<file path="config.mk">
export PLATFORM = sky130hd
export DESIGN_NAME = div32_iter
export DESIGN_NICKNAME = d
export VERILOG_FILES = /design/src/rtl/div32_iter.sv
export SDC_FILE = /design/constraint.sdc
export NUM_CORES = 1
export LEC_CHECK = 0
export ABC_AREA = 1
export BUFFER_PORTS_ARGS = -buffer_cell sky130_fd_sc_hd__buf_2
export CAP_MARGIN = 20
export CORE_ASPECT_RATIO = 1.75
export CORE_MARGIN = 2
export CORE_UTILIZATION = 37
export CTS_CLUSTER_DIAMETER = 40
export DETAILED_ROUTE_END_ITERATION = 10
export HOLD_SLACK_MARGIN = 0.12
export PLACE_DENSITY = 0.62
export SYNTH_ARGS = -nofsm -noshare
export SYNTH_HDL_FRONTEND = slang
export SYNTH_SLANG_ARGS = --single-unit
</file>
<file path="constraint.sdc">
create_clock -name clk -period 6.23 [get_ports clk]
set_input_delay 1.246 -clock clk [delete_from_list [all_inputs] [get_ports clk]]
set_output_delay 1.246 -clock clk [all_outputs]
set_load 0.1 [all_outputs]
</file>
<file path="src/rtl/div32_iter.sv">
// rtl/div32_iter.sv - iterative restoring 32-bit divider, signed/unsigned, start/busy/done
module div32_iter #(
  parameter int WIDTH = 32
) (
  input  logic             clk,
  input  logic             rst_n,
  input  logic             start,
  input  logic             is_signed,
  input  logic             flush,
  input  logic [WIDTH-1:0] dividend,
  input  logic [WIDTH-1:0] divisor,
  output logic             busy,
  output logic             done,
  output logic [WIDTH-1:0] quotient,
  output logic [WIDTH-1:0] remainder,
  output logic             div_by_zero
);

  localparam int CW = $clog2(WIDTH);

  typedef enum logic [1:0] {
    IDLE = 2'd0,
    RUN  = 2'd1,
    FIX  = 2'd2
  } state_t;

  state_t           state;
  logic [WIDTH-1:0] qreg;     // dividend magnitude, shifted out as quotient bits shift in
  logic [WIDTH-1:0] dvs;      // divisor magnitude
  logic [WIDTH:0]   prem;     // 33-bit partial remainder
  logic [CW-1:0]    cnt;
  logic             q_neg;
  logic             r_neg;
  logic             dz;

  logic             dvd_neg;
  logic             dvs_neg;
  logic [WIDTH-1:0] dvd_mag;
  logic [WIDTH-1:0] dvs_mag;
  logic [WIDTH+1:0] sh;
  logic [WIDTH+1:0] diff;
  logic [WIDTH-1:0] q_fix;
  logic [WIDTH-1:0] r_fix;
  logic [WIDTH-1:0] r_src;

  assign dvd_neg = is_signed & dividend[WIDTH-1];
  assign dvs_neg = is_signed & divisor[WIDTH-1];
  assign dvd_mag = dvd_neg ? (~dividend + 1'b1) : dividend;
  assign dvs_mag = dvs_neg ? (~divisor + 1'b1) : divisor;

  // One restoring step: shift remainder:dividend left, trial-subtract divisor.
  assign sh   = {prem, qreg[WIDTH-1]};
  assign diff = sh - {2'b00, dvs};

  // On divide-by-zero qreg still holds the dividend magnitude, so re-applying
  // the dividend sign returns the original dividend as the remainder.
  assign r_src = dz ? qreg : prem[WIDTH-1:0];
  assign q_fix = dz ? {WIDTH{1'b1}} : (q_neg ? (~qreg + 1'b1) : qreg);
  assign r_fix = r_neg ? (~r_src + 1'b1) : r_src;

  // Control FSM, datapath registers and registered outputs.
  always_ff @(posedge clk or negedge rst_n) begin
    if (!rst_n) begin
      state       <= IDLE;
      qreg        <= '0;
      dvs         <= '0;
      prem        <= '0;
      cnt         <= '0;
      q_neg       <= 1'b0;
      r_neg       <= 1'b0;
      dz          <= 1'b0;
      busy        <= 1'b0;
      done        <= 1'b0;
      quotient    <= '0;
      remainder   <= '0;
      div_by_zero <= 1'b0;
    end else begin
      done <= 1'b0;
      case (state)
        IDLE: begin
          if (start && !flush) begin
            qreg  <= dvd_mag;
            dvs   <= dvs_mag;
            q_neg <= dvd_neg ^ dvs_neg;
            r_neg <= dvd_neg;
            prem  <= '0;
            cnt   <= '0;
            busy  <= 1'b1;
            if (divisor == '0) begin
              dz    <= 1'b1;
              state <= FIX;
            end else begin
              dz    <= 1'b0;
              state <= RUN;
            end
          end
        end
        RUN: begin
          if (flush) begin
            busy  <= 1'b0;
            state <= IDLE;
          end else begin
            if (!diff[WIDTH+1]) begin
              prem <= diff[WIDTH:0];
              qreg <= {qreg[WIDTH-2:0], 1'b1};
            end else begin
              prem <= sh[WIDTH:0];
              qreg <= {qreg[WIDTH-2:0], 1'b0};
            end
            cnt <= cnt + CW'(1);
            if (cnt == CW'(WIDTH - 1)) begin
              state <= FIX;
            end
          end
        end
        FIX: begin
          busy  <= 1'b0;
          state <= IDLE;
          if (!flush) begin
            quotient    <= q_fix;
            remainder   <= r_fix;
            div_by_zero <= dz;
            done        <= 1'b1;
          end
        end
        default: begin
          busy  <= 1'b0;
          state <= IDLE;
        end
      endcase
    end
  end

endmodule

</file>
======== Word level (Yosys, flattened, before mapping) ========
Cells that the tools add are included.
word-level totals
  input bits .............................. 69
  output and inout bits ................... 67
  word-level logic and storage cells ...... 72
  register bits after elaboration ......... 174
operators by class
  muxes and demuxes ....................... 28
  reductions and logical operators ........ 10
  eq/ne operators ......................... 7
  bitwise gates (word level) .............. 8
  add/sub/neg operators ................... 6
operators with widths
  operator                                                                count
  32-bit 2-to-1 mux                                                       8
  32-bit by 1-bit adder with 32-bit output (second input constant)        4
  32-bit NOT                                                              4
  33-bit 2-to-1 mux                                                       3
  33-bit one-hot mux with 2 select lines                                  1
  32-bit one-hot mux with 2 select lines                                  1
  34-bit by 32-bit subtractor with 34-bit output                          1
  32-bit logical NOT                                                      1
  5-bit 2-to-1 mux                                                        2
  5-bit one-hot mux with 2 select lines                                   1
  2-bit 2-to-1 mux                                                        4
  2-bit AND reduction                                                     4
  1-bit 2-to-1 mux                                                        6
  2-bit != test (second input constant)                                   3
  5-bit by 1-bit adder with 5-bit output (second input constant)          1
  5-bit equality test (second input constant)                             1
  2-bit one-hot mux with 2 select lines                                   1
  3-bit != test (second input constant)                                   1
  3-bit AND reduction                                                     1
  1-bit bitwise AND                                                       2
  2-bit by 1-bit equality test with 1-bit output (second input constant)  1
  2-bit equality test (second input constant)                             1
  2-bit logical NOT                                                       1
  1-bit one-hot mux with 2 select lines                                   1
  5 further kinds                                                         5

======== Logic depth before layout (Yosys ltp) ========
Gate-level depths: netlist of run 1.
  depth in word-level cells ............... 5
  depth in mapped cells ................... 18
  mapped depth without buffers ............ 17

======== Least setup slack after synthesis of run 1 ========
OpenSTA, ideal clock, no wires.
  kind .................................... input-to-reg
  start point ............................. input port divisor[0]
  end point ............................... register dvs[28]
  setup slack ............................. 3.532 ns
  library setup time ...................... 0.133 ns
  cell stages on the path ................. 11
  path buffers ............................ 0
  arrival ................................. 2.565 ns
  required time ........................... 6.097 ns
  path through ............................ inv_1 > ha_1 > nand3_1 > nand3b_1 > nor3_1 > nand2_1 > nand2_1 > nand2_1 > or2_2 > nand3_1 > o21ai_0
on the way
  cells in the longest elaborated chain, start to end .. 3
RTL lines
  what                                      RTL line  source
  start: declaration                        11        input logic [WIDTH-1:0] divisor,
  32-bit NOT                                49        assign dvs_mag = dvs_neg ? (~divisor + 1'b1) : divisor;
  32-bit by 1-bit adder with 32-bit output  49
  32-bit 2-to-1 mux                         49
  end signal: assignment                    83        dvs <= dvs_mag;
  end: declaration                          29        logic [WIDTH-1:0] dvs;
Every way passes these cells.
A chain may end at the register's enable or synchronous reset.

======== Final worst setup path of run 1 ========
  start point ............................. input port flush
  end point ............................... register qreg[31]
on the way
  cells in the longest elaborated chain, start to end .. 4
  elaborated cells between the ends (all ways) .. 5
  classes of those cells .................. 2 x eq/ne; 3 x reduce/logical
RTL lines
  what                             RTL line  source
  start: declaration               9         input logic flush,
  1-bit logical NOT                n/a
  1-bit logical AND                81        if (start && !flush) begin
  2-bit != test (no line)          n/a
  3-bit AND reduction (no line) *  n/a
  end signal: assignment           82        qreg <= dvd_mag;
  end signal: assignment           105       qreg <= {qreg[WIDTH-2:0], 1'b1};
  end signal: assignment           108       qreg <= {qreg[WIDTH-2:0], 1'b0};
  end: declaration                 28        logic [WIDTH-1:0] qreg;
Every way passes the cells marked *; elsewhere a longest branch is shown, timed or not.

==> results.sh, run 1 <==
export IMPL_outcome="completed"
export IMPL_finalSetupTns_ns=0
export IMPL_clock_latency_ns=0.46
export IMPL_grt_pass1_wl_um=76800
export IMPL_critical_path_max_fanout=45
export IMPL_worstPathRequired_ns=6.60
export IMPL_hold_path_class="reg2reg"
export IMPL_rsz0062_at_grt="no"
export IMPL_die_area_um2=39400
export IMPL_routabilityCongestion=0.974
export IMPL_final_net_count=2414
export IMPL_drv_cap=0
export IMPL_cts_tree="yes"
export IMPL_slew_headroom=0.366
export IMPL_synth_seq_area_share=0.312
export IMPL_grt_usage=0.256
export IMPL_drtAntennaViolNets=0
export IMPL_synth_top_family_by_area="simple AND/OR/NAND/NOR gates"
export IMPL_fp_row_count=94
export IMPL_vias_per_cell=5.15
export IMPL_antenna_found_initial=0
export IMPL_fmax_ghz=0.254
export IMPL_drive_gt1_frac=0.0992
export IMPL_ys_warn_count=0
export IMPL_synth_nets=2322
export IMPL_clock_sinks=174
export IMPL_die_x_um=151
export IMPL_fin_util=0.418
export IMPL_first_pass_iters=7
export IMPL_final_hold_violation_count=0
export IMPL_period_needed_ns=3.93
export IMPL_synth_seq_cells=174
export IMPL_synth_xor_area_frac=0.0445
export IMPL_worst_pin_slew_ns=0.951
export IMPL_setup_viol=0
export IMPL_drt_wl_total_um=49300
export IMPL_grt_pass1_vias=14300
export IMPL_postCtsHoldBufs=0
export IMPL_drv_slew=0
export IMPL_area_delta_synth_final_pct=11.9
export IMPL_diodes=0
export IMPL_die_height_um=261
export IMPL_mostFrequentLayoutCell="nand2_1"
export IMPL_arrival_ns=4.31
export IMPL_synth_compound_gate_area_share=0.111
export IMPL_final_cell_mix="709 x nand2_1, 331 x inv_1, 223 x nand3_1"
export IMPL_ys_flop_type="dfrtp_1"
export IMPL_fin_crit_sh=0.632
export IMPL_critPathLaunchType="primary input"
export IMPL_end_kind="register"
export IMPL_num_vias=14400
export IMPL_syn_inst=2214
export IMPL_grt_overflow=0
export IMPL_coreArea_um2=37400
export IMPL_synth_mux_area_frac=0
export IMPL_drt_initial_drc_count=791
export IMPL_wl_per_cell_um=17.6
export IMPL_finClkSkew_ns=0.0103
export IMPL_ys_types=44
export IMPL_htreeDepth=4
export IMPL_syn_area_um2=14000
export IMPL_critPathKind="in2reg"
export IMPL_drc=0
export IMPL_ioPinCount=136
export IMPL_grt_max_degree=100
export IMPL_initial_core_util=0.373
export IMPL_cts_made_buffers=17
export IMPL_synth_simple_area_share=0.380
export IMPL_post_cts_resized=0
export IMPL_dpl_hpwl_um=40200
export IMPL_synth_edff_count=0
export IMPL_postCtsSetupBuffers=0
export IMPL_cts_max_path_buffers=2
export IMPL_synthArstFlopShare=1.00
export IMPL_port_buffers=135
export IMPL_synth_avg_cell_area_um2=6.31
export IMPL_synth_adder_area_share=0.0355
export IMPL_cts_root_buf="clkbuf_16"
export IMPL_clkSlewWorstSetupHoldPaths_ns=0.07
-- flip-flops by register name, summed over array words and instances (netlist names), 2 cells and up --
signal     count
remainder     32
state          2
dvs           32
cnt            5
prem          33
quotient      32
qreg          32
-- cells in the mapped netlist, types with 11 or more instances --
cell,instances,area (µm²)
a21oi_1,59,295
buf_2,18,90.1
clkbuf_1,38,143
dfrtp_1,174,4350
ha_1,38,475
inv_1,332,1250
nand2_1,709,2660
nand3_1,223,1120
nand3b_1,17,128
nand4_1,27,169
nor2_1,186,698
nor3_1,39,195
o21ai_0,127,636
o21ai_1,18,90.1
o22ai_1,19,119
or2_2,11,68.8
xnor2_1,20,175
xor2_1,51,447
-- final timing paths --
| path | endpoint | depth (start not counted) | slack [ns] | from |
|---|---|---|---|---|
| max | qreg[31]$_DFFE_PN0P_ | 11 | 2.30 | flush |
| min | remainder[26]$_DFFE_PN0P_ | 2 | 0.48 | remainder[26]$_DFFE_PN0P_ |
| max reg2reg | qreg[31]$_DFFE_PN0P_ | 12 | 2.43 | state[1]$_DFFE_PN0P_ |
| min reg2reg | remainder[26]$_DFFE_PN0P_ | 2 | 0.48 | remainder[26]$_DFFE_PN0P_ |
| max in group asynchronous | dz$_DFFE_PN0P_ | 2 | 4.43 | rst_n |
| min in group asynchronous | done$_DFF_PN0_ | 1 | 0.79 | rst_n |
-- logic make-up (layout without fill, tap and decap cells) --
| family | Yosys count | count (layout) |
|---|---|---|
| buffers and inverters | 409 | 514 |
| adder cells (fa/ha/maj) | 39 | 39 |
| flip-flops | 174 | 174 |
| AO/OA/AOI/OAI | 272 | 272 |
| XOR/XNOR | 71 | 71 |
| AND/OR/NAND/NOR | 1249 | 1249 |
-- metrics by stage --
stage          cell area (µm²)  std cells  setup slack, ns  hold slack, ns
2_1_floorplan            14000       2214             3.53           0.453
3_3_place_gp             15000       2766             1.96           0.462
3_5_place_dp             15000       2766             1.86           0.461
4_1_cts                  15600       2798             2.35           0.481
5_1_grt                  15600       2799             1.98           0.490
6_report                 15600       2799             2.30           0.475
-- metal layers --
metal  GRT usage  up-vias  wire (µm)
li1            -     7213          -
met1       0.254     6689      17700
met2       0.490      386      26500
met3      0.0220      125       1510
met4       0.179        0       3610
met5           0        -          0
-- critical path, stage by stage --
cell and delay (ns):
buf_2 0.13, nor2_2 0.10, buf_4 0.41, inv_2 0.21, nand3_2 0.59, nand2_1 0.11, buf_4 0.25, inv_2 0.45
buf_4 0.51, a21oi_1 0.08, a22oi_1 0.20
-- cell type report --
cell class              count  area (µm²)
clock buffers              17         425
multi-input cells        1631        7980
clock inverters            15         205
well taps                 480         601
repair buffers            146         797
flip-flops and latches    174        4360
inverters                 336        1260
fillers                  4070       21800
Power of run 1 is left out: the tool's default activity adds up to more than one toggle a clock period on the data nets, which glitch-free logic cannot reach.
==> run 2, diff against run 1 <==
--- a/config.mk
+++ b/config.mk
@@ -14,7 +14,7 @@
 export CTS_CLUSTER_DIAMETER = 40
 export DETAILED_ROUTE_END_ITERATION = 10
 export HOLD_SLACK_MARGIN = 0.12
-export PLACE_DENSITY = 0.62
+export PLACE_DENSITY = 0.64
 export SYNTH_ARGS = -nofsm -noshare
 export SYNTH_HDL_FRONTEND = slang
 export SYNTH_SLANG_ARGS = --single-unit
==> constraint.sdc (replaced) <==
create_clock -name clk -period 3.2 [get_ports clk]
set_input_delay 0.64 -clock clk [delete_from_list [all_inputs] [get_ports clk]]
set_output_delay 0.64 -clock clk [all_outputs]
set_load 0.1 [all_outputs]
==> run 2 against run 1 <==
Against the previous run:
- critical path depth rose by 3
- die area did not move
- via count rose by 1.0%
- cell count rose by 0.68%
- sequential cell count did not move
- count of clock-buffer cells in the layout rose by 4
- first-iteration DRC count fell by 11%
- highest routed layer unchanged
==> results.sh, run 2 (synthesis results as in run 1) <==
export IMPL_cts_root_buf="clkbuf_16"
export IMPL_drv_cap=0
export IMPL_ioPinCount=136
export IMPL_grt_pass1_wl_um=78500
export IMPL_coreArea_um2=37400
export IMPL_worstSetupEndpoint="remainder[24]$_DFFE_PN0P_"
export IMPL_num_vias=14600
export IMPL_finalSetupTns_ns=0
export IMPL_cts_max_path_buffers=2
export IMPL_grt_usage=0.264
export IMPL_drive_gt1_frac=0.106
export IMPL_htreeDepth=4
export IMPL_r2r_slack_ns=0.43
export IMPL_clock_latency_ns=0.45
export IMPL_clock_sinks=174
export IMPL_wl_per_cell_um=18.2
export IMPL_die_area_um2=39400
export IMPL_die_height_um=261
export IMPL_cts_tree="yes"
export IMPL_diodes=0
export IMPL_largest_register="prem"
export IMPL_rr_startpoint="dz$_DFFE_PN0P_"
export IMPL_post_cts_resized=0
export IMPL_rr_worst_depth=14
export IMPL_routabilityCongestion=1.04
export IMPL_first_pass_iters=5
export IMPL_drc=0
export IMPL_final_cell_mix="709 x nand2_1, 331 x inv_1, 223 x nand3_1"
export IMPL_final_hold_violation_count=0
export IMPL_mostFrequentLayoutCell="nand2_1"
export IMPL_outcome="completed"
export IMPL_grt_overflow=0
export IMPL_slew_headroom=0.315
export IMPL_die_x_um=151
export IMPL_largest_reg_flops=33
export IMPL_worst_pin_slew_ns=1.03
export IMPL_hold_path_class="reg2reg"
export IMPL_initial_core_util=0.373
export IMPL_worstPathRequired_ns=3.54
export IMPL_drv_slew=0
export IMPL_drtAntennaViolNets=0
export IMPL_dpl_hpwl_um=42100
export IMPL_grt_pass1_vias=14300
export IMPL_antenna_found_initial=0
export IMPL_cts_made_buffers=17
export IMPL_postCtsSetupBuffers=0
export IMPL_critPathLaunchType="register"
export IMPL_arrival_ns=3.11
export IMPL_final_net_count=2433
export IMPL_fmax_ghz=0.362
export IMPL_period_needed_ns=2.77
export IMPL_finClkSkew_ns=0.0134
export IMPL_end_kind="register"
export IMPL_fill_cells=4081
export IMPL_clkSlewWorstSetupHoldPaths_ns=0.07
export IMPL_rr_endpoint="remainder[24]$_DFFE_PN0P_"
export IMPL_rsz0062_at_grt="no"
export IMPL_area_delta_synth_final_pct=12.8
export IMPL_fin_crit_sh=0.864
export IMPL_critical_path_max_fanout=43
export IMPL_drt_initial_drc_count=702
export IMPL_fp_row_count=94
export IMPL_critPathKind="reg2reg"
export IMPL_drt_wl_total_um=51200
export IMPL_port_buffers=135
export IMPL_setup_viol=0
export IMPL_grt_max_degree=105
export IMPL_crit_path_start="dz$_DFFE_PN0P_"
export IMPL_vias_per_cell=5.17
## run 2: worst min-delay path by stage
stage / to / start / cells after the start
3_3_place_gp: remainder[25]$_DFFE_PN0P_ / remainder[25]$_DFFE_PN0P_ / 2
2_1_floorplan: busy$_DFFE_PN0P_ / rst_n / 0
6_report: remainder[20]$_DFFE_PN0P_ / remainder[20]$_DFFE_PN0P_ / 2
5_1_grt: quotient[20]$_DFFE_PN0P_ / quotient[20]$_DFFE_PN0P_ / 1
3_5_place_dp: remainder[18]$_DFFE_PN0P_ / remainder[18]$_DFFE_PN0P_ / 2
4_1_cts: remainder[23]$_DFFE_PN0P_ / remainder[23]$_DFFE_PN0P_ / 2
## run 2: final cells by class
| class | instances | area [µm²] | area share |
|---|---|---|---|
| sequential | 174 | 4360 | 0.276 |
| inverter | 336 | 1260 | 0.0801 |
| clock buffer | 21 | 470 | 0.0299 |
| multi-input combinational | 1631 | 7980 | 0.506 |
| clock inverter | 11 | 154 | 0.00977 |
| timing repair buffer | 165 | 935 | 0.0593 |
| tap | 480 | 601 | 0.0381 |
## run 2: routing by layer
layer,up-vias,routed length (µm),track usage
li1,7254,-,-
met4,0,4340,0.197
met2,384,27400,0.502
met5,-,0,0
met1,6756,17800,0.254
met3,165,1650,0.0319
## run 2: stage by stage
step / instance area, µm² / cells / util / setup slack [ns] / hold WS [ns]
2_1_floorplan: 14000 / 2214 / - / 1.11 / 0.344
3_3_place_gp: 15100 / 2785 / 0.404 / 0.539 / 0.460
3_5_place_dp: 15100 / 2785 / 0.404 / 0.473 / 0.470
4_1_cts: 15800 / 2818 / 0.421 / 0.467 / 0.486
5_1_grt: 15800 / 2818 / 0.421 / 0.187 / 0.500
6_report: 15800 / 2818 / 0.421 / 0.435 / 0.480
## run 2: repair_timing
action	in CTS	in global routing
endpoints found under the hold margin	31	0
hold buffers	1	0
setup endpoints to repair	0	0
## run 2: worst max-delay path, stage by stage (launching register included)
cell     delay, ns
dfrtp_2       0.86
nand2_1       0.14
o21ai_2       0.18
ha_1          0.24
inv_1         0.05
nor2_1        0.13
nand2_2       0.10
nor2_2        0.19
nand3_2       0.18
nor2_1        0.20
nand3_1       0.12
nand2_1       0.08
nand2_1       0.05
nand3_1       0.06
nand2_1       0.05
Power of run 2 is left out for the same reason.
